[config.mk]
export PLATFORM = sky130hd
export DESIGN_NAME = id_ex_operand_stage
export DESIGN_NICKNAME = d
export VERILOG_FILES = /design/src/rtl/id_ex_operand_stage_pkg.sv /design/src/rtl/id_ex_operand_stage_fwd_mux.sv /design/src/rtl/id_ex_operand_stage.sv
export SDC_FILE = /design/constraint.sdc
export NUM_CORES = 1
export LEC_CHECK = 0
export CAP_MARGIN = 0
export CORE_UTILIZATION = 44
export CTS_BUF_LIST = sky130_fd_sc_hd__clkbuf_16
export CTS_CLUSTER_DIAMETER = 200
export DETAILED_ROUTE_END_ITERATION = 12
export PLACE_DENSITY_LB_ADDON = 0.12
export SKIP_LAST_GASP = 1
export SLEW_MARGIN = 0
export SYNTH_ARGS = -nofsm -noshare
export SYNTH_HDL_FRONTEND = slang
export SYNTH_SLANG_ARGS = --single-unit
[constraint.sdc]
create_clock -name clk -period 2.6 [get_ports clk]
set_input_delay 0.26 -clock clk [delete_from_list [all_inputs] [get_ports clk]]
set_output_delay 0.26 -clock clk [all_outputs]
set_load 0.01 [all_outputs]
[src/rtl/id_ex_operand_stage_pkg.sv]
`default_nettype none
// ============================================================================
// Module   : id_ex_operand_stage_pkg
// Brief    : Shared constants, ALU opcodes and ID/EX control bundle for the
//            8-bit pipelined core operand stage.
// Revision : 1.0 - initial release
// ============================================================================
package id_ex_operand_stage_pkg;

    localparam int DEF_DATA_W = 8;
    localparam int DEF_RA_W   = 3;
    localparam int ALU_W      = 4;

    localparam logic [ALU_W-1:0] ALU_ADD  = 4'h0;
    localparam logic [ALU_W-1:0] ALU_SUB  = 4'h1;
    localparam logic [ALU_W-1:0] ALU_AND  = 4'h2;
    localparam logic [ALU_W-1:0] ALU_OR   = 4'h3;
    localparam logic [ALU_W-1:0] ALU_XOR  = 4'h4;
    localparam logic [ALU_W-1:0] ALU_SLL  = 4'h5;
    localparam logic [ALU_W-1:0] ALU_SRL  = 4'h6;
    localparam logic [ALU_W-1:0] ALU_SLT  = 4'h7;
    localparam logic [ALU_W-1:0] ALU_PASS = 4'h8;

    // Control bundle carried from decode into the execute stage
    typedef struct packed {
        logic             valid;
        logic             reg_write;
        logic             mem_read;
        logic             mem_write;
        logic             alu_src;
        logic [ALU_W-1:0] alu_ctrl;
    } idex_ctrl_t;

endpackage
`default_nettype wire

[src/rtl/id_ex_operand_stage_fwd_mux.sv]
`default_nettype none
// ============================================================================
// Module   : id_ex_operand_stage_fwd_mux
// Brief    : Three-way operand forward select (EX/MEM > MEM/WB > latched).
//            Register 0 never forwards.
// Revision : 1.0 - initial release
// ============================================================================
module id_ex_operand_stage_fwd_mux
    import id_ex_operand_stage_pkg::*;
#(
    parameter int DATA_W = DEF_DATA_W,
    parameter int RA_W   = DEF_RA_W
) (
    input  logic [RA_W-1:0]   src_i,
    input  logic [DATA_W-1:0] latched_i,
    input  logic              exm_reg_write_i,
    input  logic [RA_W-1:0]   exm_rd_i,
    input  logic [DATA_W-1:0] exm_result_i,
    input  logic              wb_reg_write_i,
    input  logic [RA_W-1:0]   wb_rd_i,
    input  logic [DATA_W-1:0] wb_data_i,
    output logic [DATA_W-1:0] value_o
);

    // Youngest producer wins; R0 always uses the latched (zero) value
    always_comb begin
        value_o = latched_i;
        if (src_i != '0) begin
            if (exm_reg_write_i && (exm_rd_i == src_i)) begin
                value_o = exm_result_i;
            end else if (wb_reg_write_i && (wb_rd_i == src_i)) begin
                value_o = wb_data_i;
            end
        end
    end

endmodule
`default_nettype wire

[src/rtl/id_ex_operand_stage.sv]
`default_nettype none
// ============================================================================
// Module   : id_ex_operand_stage
// Brief    : ID/EX pipeline register with write-back bypass at capture,
//            EX/MEM and MEM/WB operand forwarding, load-use stall detection
//            and a saturating stall counter.
// Revision : 1.0 - initial release
// ============================================================================
module id_ex_operand_stage
    import id_ex_operand_stage_pkg::*;
#(
    parameter int DATA_W      = DEF_DATA_W,
    parameter int RA_W        = DEF_RA_W,
    parameter int STALL_CNT_W = 16
) (
    input  logic                   clk,
    input  logic                   reset,
    input  logic                   id_valid,
    input  logic [DATA_W-1:0]      id_rd1,
    input  logic [DATA_W-1:0]      id_rd2,
    input  logic [DATA_W-1:0]      id_imm,
    input  logic [RA_W-1:0]        id_rs1,
    input  logic [RA_W-1:0]        id_rs2,
    input  logic [RA_W-1:0]        id_rd,
    input  logic [3:0]             id_alu_ctrl,
    input  logic                   id_alu_src,
    input  logic                   id_reg_write,
    input  logic                   id_mem_read,
    input  logic                   id_mem_write,
    input  logic                   flush,
    input  logic                   exm_reg_write,
    input  logic [RA_W-1:0]        exm_rd,
    input  logic [DATA_W-1:0]      exm_result,
    input  logic                   wb_reg_write,
    input  logic [RA_W-1:0]        wb_rd,
    input  logic [DATA_W-1:0]      wb_data,
    output logic                   stall,
    output logic [DATA_W-1:0]      src_a,
    output logic [DATA_W-1:0]      src_b,
    output logic [3:0]             alu_control,
    output logic                   ex_valid,
    output logic                   ex_reg_write,
    output logic                   ex_mem_read,
    output logic                   ex_mem_write,
    output logic [RA_W-1:0]        ex_rd,
    output logic [DATA_W-1:0]      ex_store_data,
    output logic [STALL_CNT_W-1:0] stall_count
);

    localparam logic [STALL_CNT_W-1:0] c_cnt_one = {{(STALL_CNT_W-1){1'b0}}, 1'b1};

    idex_ctrl_t              ctrl_q, ctrl_d;
    logic [RA_W-1:0]         rd_q, rd_d, rs1_q, rs1_d, rs2_q, rs2_d;
    logic [DATA_W-1:0]       rd1_q, rd1_d, rd2_q, rd2_d, imm_q, imm_d;
    logic [STALL_CNT_W-1:0]  cnt_q, cnt_d;
    logic                    w_stall;
    logic [DATA_W-1:0]       w_fwd_a, w_fwd_b;

    // Load-use hazard: a load in EX feeds a register the decode instruction reads
    always_comb begin
        w_stall = !flush && id_valid && ctrl_q.valid && ctrl_q.mem_read &&
                  (rd_q != '0) &&
                  ((rd_q == id_rs1) ||
                   ((rd_q == id_rs2) && (!id_alu_src || id_mem_write)));
    end

    // Next ID/EX contents: bubble on flush or stall, otherwise capture decode
    always_comb begin
        ctrl_d = '0;
        rd_d   = '0;
        rs1_d  = '0;
        rs2_d  = '0;
        rd1_d  = '0;
        rd2_d  = '0;
        imm_d  = '0;
        if (!flush && !w_stall) begin
            ctrl_d.valid     = id_valid;
            ctrl_d.reg_write = id_valid & id_reg_write;
            ctrl_d.mem_read  = id_valid & id_mem_read;
            ctrl_d.mem_write = id_valid & id_mem_write;
            ctrl_d.alu_src   = id_alu_src;
            ctrl_d.alu_ctrl  = id_alu_ctrl;
            rd_d             = id_rd;
            rs1_d            = id_rs1;
            rs2_d            = id_rs2;
            imm_d            = id_imm;
            // Register file is written and read in the same cycle: take the WB value
            rd1_d = (wb_reg_write && (wb_rd != '0) && (wb_rd == id_rs1)) ? wb_data : id_rd1;
            rd2_d = (wb_reg_write && (wb_rd != '0) && (wb_rd == id_rs2)) ? wb_data : id_rd2;
        end
        cnt_d = cnt_q;
        if (w_stall && (cnt_q != '1)) begin
            cnt_d = cnt_q + c_cnt_one;
        end
    end

    // ID/EX register and stall counter
    always_ff @(posedge clk) begin
        if (reset) begin
            ctrl_q <= '0;
            rd_q   <= '0;
            rs1_q  <= '0;
            rs2_q  <= '0;
            rd1_q  <= '0;
            rd2_q  <= '0;
            imm_q  <= '0;
            cnt_q  <= '0;
        end else begin
            ctrl_q <= ctrl_d;
            rd_q   <= rd_d;
            rs1_q  <= rs1_d;
            rs2_q  <= rs2_d;
            rd1_q  <= rd1_d;
            rd2_q  <= rd2_d;
            imm_q  <= imm_d;
            cnt_q  <= cnt_d;
        end
    end

    id_ex_operand_stage_fwd_mux #(.DATA_W(DATA_W), .RA_W(RA_W)) u_fwd_a (
        .src_i           (rs1_q),
        .latched_i       (rd1_q),
        .exm_reg_write_i (exm_reg_write),
        .exm_rd_i        (exm_rd),
        .exm_result_i    (exm_result),
        .wb_reg_write_i  (wb_reg_write),
        .wb_rd_i         (wb_rd),
        .wb_data_i       (wb_data),
        .value_o         (w_fwd_a)
    );

    id_ex_operand_stage_fwd_mux #(.DATA_W(DATA_W), .RA_W(RA_W)) u_fwd_b (
        .src_i           (rs2_q),
        .latched_i       (rd2_q),
        .exm_reg_write_i (exm_reg_write),
        .exm_rd_i        (exm_rd),
        .exm_result_i    (exm_result),
        .wb_reg_write_i  (wb_reg_write),
        .wb_rd_i         (wb_rd),
        .wb_data_i       (wb_data),
        .value_o         (w_fwd_b)
    );

    // Execute-stage outputs
    always_comb begin
        stall         = w_stall;
        src_a         = w_fwd_a;
        src_b         = ctrl_q.alu_src ? imm_q : w_fwd_b;
        ex_store_data = w_fwd_b;
        alu_control   = ctrl_q.alu_ctrl;
        ex_valid      = ctrl_q.valid;
        ex_reg_write  = ctrl_q.reg_write;
        ex_mem_read   = ctrl_q.mem_read;
        ex_mem_write  = ctrl_q.mem_write;
        ex_rd         = rd_q;
        stall_count   = cnt_q;
    end

endmodule
`default_nettype wire

# Word-level counts from Yosys, hierarchy flattened

Index checks and enable logic that the tools add are counted.

Add/subtract/negate cells: 1
Equality and inequality tests: 9
Muxes and demuxes: 9
Bitwise logic cells: 4
Reductions and logical operators: 25

Operator list:

| kind                                                            | number |
|---|---|
| 8-bit 2-to-1 mux                                                | 9 |
| 3-bit equality test                                             | 8 |
| 16-bit by 1-bit adder with 16-bit output, second input constant | 1 |
| 16-bit != test, second input constant                           | 1 |
| 1-bit logical AND                                               | 15 |
| 3-bit nonzero test                                              | 4 |
| 1-bit bitwise AND                                               | 3 |
| 1-bit zero test                                                 | 3 |
| 1-bit logical OR                                                | 2 |
| 2-bit OR reduction                                              | 1 |
| 1-bit NOT                                                       | 1 |

Register bits: 58
Input bits: 69
Output and inout port bits: 52
Logic and storage cells: 61

# Depth between registers and ports, before layout

Gate-level depths: netlist of the first run.

Depth in word-level cells: 10
Gate-level depth with buffers: 8
Mapped depth without buffers: 6

# Hierarchy

From an unflattened synthesis of the first run, not the netlist that was laid out.

Cells, all modules: 337
Area, all modules: 3274.4 um^2

Modules (own cells, without submodules):

| module                      | instances | cells each | area each (um^2) | seq. area each (um^2) |
|---|---|---|---|---|
| id_ex_operand_stage         | 1         | 249        | 2453.6           | 1161.1 |
| id_ex_operand_stage_fwd_mux | 2         | 44         | 410.4            | 0.0 |

# Worst setup path after synthesis of the first run

Ideal clock, no wire load.

Path type: reg2out
Start point: register rs2_q[2]
End point: output src_b[0]
Arrival: 1.967 ns
Path slack: 0.373 ns
Cell stages (with the launch flop): 8
Buffers on the path: 2
Cells stage by stage: dfxtp_1 xor2_4 or4b_1 a21o_1 buf_6 nor2b_4 buf_6 a221o_1

Longest elaborated chain between the ends: 6
Elaborated cells on any way between the ends: 9
Classes of those cells: eq/ne: 2; mux: 4; reduce/logical: 3

Ends and longest elaborated chain:

| item                   | line                              | text |
|---|---|---|
| from (decl)            | id_ex_operand_stage.sv:53         | `logic [RA_W-1:0] rd_q, rd_d, rs1_q, rs1_d, rs2_q, rs2_d;` |
| from (signal assigned) | id_ex_operand_stage.sv:112        | `rs2_q <= rs2_d;` |
| 3-bit equality test    | id_ex_operand_stage_fwd_mux.sv:31 | `end else if (wb_reg_write_i && (wb_rd_i == src_i)) begin` |
| 1-bit logical AND      | id_ex_operand_stage_fwd_mux.sv:31 |  |
| 8-bit 2-to-1 mux       | id_ex_operand_stage_fwd_mux.sv:31 |  |
| 8-bit 2-to-1 mux       | id_ex_operand_stage_fwd_mux.sv:29 | `if (exm_reg_write_i && (exm_rd_i == src_i)) begin` |
| 8-bit 2-to-1 mux *     | id_ex_operand_stage_fwd_mux.sv:28 | `if (src_i != '0) begin` |
| 8-bit 2-to-1 mux *     | id_ex_operand_stage.sv:148        | `src_b = ctrl_q.alu_src ? imm_q : w_fwd_b;` |
| to (decl)              | id_ex_operand_stage.sv:39         | `output logic [DATA_W-1:0] src_b,` |

Mark *: on every way between the ends. The rest lies on a longest branch, timed or not.

# Final worst setup path of the first run

Start point: register rs2_q[2]
End point: output src_b[2]

The elaborated chain is that of the path after synthesis.

==> metrics.txt, run 1 <==
unrepaired setup endpoints after global routing=yes; final setup margin=0.0160 ns; iteration-0 DRC count of the detailed router=198; Reg clk slew, reported paths=0.06 ns; # DRC=0; Yosys top cell area share=37.7%; FP Rows=30; Total GRT Usage=25.2%; gpl congestion=0.901; dpl cell area=4460 um2; Async SR Flop Fraction=0%; WHS=0.490 ns; crit path DAT=2.32 ns; largest net degree at the start of global routing=25; Worst-Skew Late Latency=0.33 ns; Hold Vio Cnt, Final=0; Highest Clock Rate=387 MHz; xor and xnor area share after synthesis=7.10%; DP Wirelength=6580 um; Post-Synthesis Cells=352; initial antenna violation count=0; crit path time final=2.58 ns; total number of vias=3176; CP Data Required Time=2.34 ns; # nets final=556; number of synthesized register bits=58; number of global-route vias before repair=3085; largest area contributor in the netlist=dfxtp_1; CTS tree=yes; I/O pin count=121; first-pass GRT wire length=14500 um; Antenna diodes=0; fillers=549; WL/cell=15.2 um; worst rel slew slack=66.8%; critical path class=reg2out; predominant post-synthesis flop cell=dfxtp_1; Die Ht=85.7 um; EDFF count, synth=0; die width=85.7 um; clock tree buffer depth=2; status=completed; Area Overhead vs Synth=56.0%; worst min path class=reg2reg; Core ar.=6790 um2; Synth Area per Inst=8.76 um2; Distinct cells, synth=49; Fin Setup TNS=0 ns; Peak VDD IR=395 uV; Setup WS pre-CTS=-0.362 ns; CTS Buf Count=9; grt ovf=0; Starting Density=45.4%; sequential-to-total area share from yosys stat=37.7%; pwr/cell area=542 nW/um2; top cells by area, synth=dfxtp_1, mux2i_1, and3_1; H-tree depth=3; Max Cap Viol=0; clock sink total=58; clk root buf=clkbuf_16; Post-CTS Setup Inserts=0; Compound-Gate Fraction of Synth Area=15.3%; main combinational cell family by area after synthesis=simple AND/OR/NAND/NOR gates; Tcrit/Tclk final=99.4%; CP endpoint kind=primary output; final setup vio count=0; cell area after layout=4810 um2; layout cells sized above 1=12.6%; worst reg-to-reg setup slack=0.47 ns; yosys warns=0; mux contribution to synthesized area=8.52%; Post-Synth Simple-Gate Area=25.2%; startpoint class of the critical path=register; DR pass1 iterations=5; Max Slew Vio Count=0; Synth Area in Adders=0.406%; detailed-route wire length=8940 um; Port-buffer cells=120; worst slew pin tran=0.485 ns; Syn Nets=422; DR vias/cell=5.41; Syn Std Cell Area=3080 um2; Crit Path Max Fanout=8; worst clock skew=0.00850 ns; Pleak=2.01 nW; number of routed nets with antenna violations=0; Power, Total=0.00261 W; full die area=7350 um2
-- layout by cell type (no fill, tap or decap), types with 3 or more instances in the layout --
cell,n
a21oi_1,21
clkbuf_16,9
clkdlybuf4s15_1,4
dlymetal6s2s_1,9
dlygate4sd2_1,13
and4_1,3
dfxtp_1,56
nand2_1,27
a221o_1,8
nand4_1,5
clkdlybuf4s50_1,93
or3_1,3
nand3_1,6
xor2_1,7
nor3_1,5
xnor2_1,13
mux2i_1,20
inv_1,4
nor2_1,39
mux2i_2,4
or4_1,10
and2_1,4
buf_4,29
and3_1,24
o21ai_0,10
nor4_1,9
o31ai_1,9
o22ai_1,8
-- stage by stage --
| step | utilization, % | std cells |
|---|---|---|
| finish | 70.8 | 587 |
| global route | 70.8 | 587 |
| CTS | 70.2 | 587 |
| detailed placement | 65.7 | 571 |
| global placement | 65.7 | 571 |
| floorplan | - | 352 |
-- cells by family (layout without fill, tap and decap cells) --
| family | after synthesis | in the layout |
|---|---|---|
| simple gates | 146 | 146 |
| compound gates | 69 | 69 |
| flops | 58 | 58 |
| buf+inv | 30 | 169 |
| mux | 26 | 26 |
| xor+xnor | 22 | 22 |
| fa+ha+maj | 1 | 1 |
-- state kept, by name, summed over array words and instances, names as in the netlist, 3 cells and up --
signal / count
stall_count: 16
rd2_q: 8
imm_q: 8
rs1_q: 3
rs2_q: 3
alu_control: 4
rd1_q: 8
ex_rd: 3
-- power by group --
group / switching [W] / internal [W]
Sequential: 0.0000181 / 0.000917
Combinational: 0.000172 / 0.000225
Clock: 0.000432 / 0.000846
Total: 0.000622 / 0.00199
-- cells in the mapped netlist, drive strengths merged, types with 2 or more instances --
library cell / instances
and4: 3
nand4: 5
clkbuf: 13
nor4: 9
or4: 10
inv: 4
and3: 24
and2: 4
nand2: 27
dfxtp: 58
or3b: 2
mux2i: 24
a21oi: 23
or3: 3
a221o: 8
mux2: 2
a211o: 2
o21ai: 12
o31ai: 9
nor3: 5
buf: 12
xor2: 9
nor2: 39
xnor2: 13
nor2b: 3
nand3: 6
o22ai: 8
-- worst max-delay path, cell delays in order, from the launching register on --
cell and delay, ns:
dfxtp_2 0.34, xor2_4 0.18, or4b_1 0.52, a21o_1 0.19, nor2b_4 0.16, a221o_1 0.32, dlygate4sd2_1 0.29
-- final timing paths --
check,end,start,depth (start not counted)
worst min-delay path,stall_count[4]$_SDFFE_PP0P_,stall_count[4]$_SDFFE_PP0P_,2
worst max-delay path,src_b[2],rs2_q[2]$_SDFF_PP0_,6
worst max register to register,stall_count[7]$_SDFFE_PP0P_,ex_rd[2]$_SDFF_PP0_,6
worst min register to register,stall_count[4]$_SDFFE_PP0P_,stall_count[4]$_SDFFE_PP0P_,2
-- metal layers --
layer  part of all wire [%]  wire [um]  vias to the layer above  GRT usage (%)
li1                       -          -                     1554              -
met1                     43       3860                     1475           30.6
met2                     49       4360                      142           44.1
met3                    7.1        638                        5           6.35
met4                   0.81         72                        0           7.58
met5                      0          0                        -              0
-- cell type report --
class	count	area (um2)	area share (%)
Clock buffer	9	225	4.68
Sequential cell	58	1160	24.2
Inverter	4	15.0	0.312
Clock inverter	7	101	2.11
Tap cell	96	120	2.50
Timing Repair Buffer	149	1420	29.5
Multi-Input combinational cell	264	1760	36.7
-- timing repair --
action	in CTS	in global routing
hold buffers	0	0
endpoints found under the hold margin	0	0
gates resized for setup	23	18
setup endpoints to repair	24	16
pin swaps	2	1
No activity file was read; power rests on OpenSTA's default activity.
==> run 2: changes to the inputs <==
--- a/config.mk
+++ b/config.mk
@@ -10,6 +10,7 @@
 export CTS_BUF_LIST = sky130_fd_sc_hd__clkbuf_16
 export CTS_CLUSTER_DIAMETER = 200
 export DETAILED_ROUTE_END_ITERATION = 12
+export MAX_ROUTING_LAYER = met4
 export PLACE_DENSITY_LB_ADDON = 0.12
 export SKIP_LAST_GASP = 1
 export SLEW_MARGIN = 0
==> metrics.txt, run 2 (synthesis results as in run 1) <==
commonest cells after routing, fill and taps aside=clkdlybuf4s50_1, dfxtp_1, nor2_1; cells along the critical path=xor2_4, or4b_1, a21o_1, nor2b_4, a221o_1, dlygate4sd2_1; Highest Clock Rate=387 MHz; iteration-0 DRC count of the detailed router=214; largest net degree at the start of global routing=25; Tcrit/Tclk final=99.4%; Post-CTS Setup Inserts=0; final setup margin=0.0156 ns; Setup WS pre-CTS=-0.362 ns; detailed-route wire length=9000 um; CP peak stage delay=0.52 ns; number of global-route vias before repair=3084; Max Cap Viol=0; worst rel slew slack=66.8%; Crit Path Max Fanout=8; startpoint class of the critical path=register; Port-buffer cells=120; DR vias/cell=5.41; first-pass GRT wire length=14500 um; Critical-path top delay cell=or4b_1; number of routed nets with antenna violations=0; Starting Density=45.4%; Final Util=70.8%; DR pass1 iterations=5; Area Overhead vs Synth=56.0%; full die area=7350 um2; Die Ht=85.7 um; CP endpoint kind=primary output; total number of vias=3175; Worst-Skew Late Latency=0.32 ns; CP Data Required Time=2.34 ns; final setup vio count=0; CTS Buf Count=9; Peak VDD IR=395 uV; die width=85.7 um; # DRC=0; clk root buf=clkbuf_16; commonest non-fill, non-tap cell in the layout=clkdlybuf4s50_1; # nets final=556; Total GRT Usage=26.0%; Hold Vio Cnt, Final=0; clock sink total=58; number of flip-flops in the largest register=16; clock tree buffer depth=2; H-tree depth=3; unrepaired setup endpoints after global routing=yes; Reg clk slew, reported paths=0.06 ns; initial antenna violation count=0; pwr/cell area=543 nW/um2; grt ovf=0; I/O pin count=121; FP Rows=30; WL/cell=15.3 um; Pleak=2.01 nW; gpl congestion=0.917; worst clock skew=0.00698 ns; Antenna diodes=0; worst min path class=reg2reg; CP Buf/Inv Count=1; layout cells sized above 1=12.6%; CTS tree=yes; crit path time final=2.58 ns; worst slew pin tran=0.485 ns; Top delay family on crit path=simple AND/OR/NAND/NOR gates; critical path class=reg2out; status=completed; Core ar.=6790 um2; crit path DAT=2.32 ns; Max Slew Vio Count=0; WHS=0.491 ns; DP Wirelength=6580 um
run 2: tightest hold or removal path, cell delays in order (launching register included):
cell     delay [ns]
dfxtp_1        0.32
o31ai_1        0.07
a21oi_1        0.05
run 2: final cells by class:
cell class	count	area (um2)
Clock buffer	9	225
Clock inverter	7	101
Multi-Input combinational cell	264	1760
Inverter	4	15.0
Sequential cell	58	1160
Tap cell	96	120
Timing Repair Buffer	149	1420
Fill cell	549	1980
run 2: timing repair:
action                                  in CTS  in global routing
hold buffers                                 0                  0
pin swaps                                    2                  1
gates resized for setup                     23                 18
endpoints found under the setup margin      24                 16
run 2: where the power goes:
group | internal [W] | leakage (nW) | total (W) | switching (W)
clock network | 0.000846 | 0.153 | 0.00128 | 0.000433
registers | 0.000917 | 0.474 | 0.000935 | 0.0000180
logic | 0.000225 | 1.39 | 0.000397 | 0.000173
total | 0.00199 | 2.01 | 0.00261 | 0.000623
run 2: routing by layer:
metal	track usage, %	up-vias	routed length, um
li1	-	1555	-
met1	31.2	1460	3890
met2	44.1	151	4370
met3	5.49	9	623
met4	7.58	0	121
met5	-	-	0
run 2: final timing paths:
| check | startpoint | endpoint | slack, ns | depth (start not counted) |
|---|---|---|---|---|
| max | rs2_q[2]$_SDFF_PP0_ | src_b[2] | 0.02 | 6 |
| min | stall_count[4]$_SDFFE_PP0P_ | stall_count[4]$_SDFFE_PP0P_ | 0.49 | 2 |
| max reg2reg | ex_rd[2]$_SDFF_PP0_ | stall_count[7]$_SDFFE_PP0P_ | 0.47 | 6 |
| min reg2reg | stall_count[4]$_SDFFE_PP0P_ | stall_count[4]$_SDFFE_PP0P_ | 0.49 | 2 |
run 2: metrics by stage:
stage	instance area [um2]	instances	total power, W	setup TNS (ns)
CTS	4770	587	0.00263	-0.00336
detailed placement	4460	571	0.00136	-4.57
floorplan	3080	352	0.00113	0
finish	4810	587	0.00261	0
global placement	4460	571	0.00135	-3.94
global route	4810	587	0.00271	-0.0683
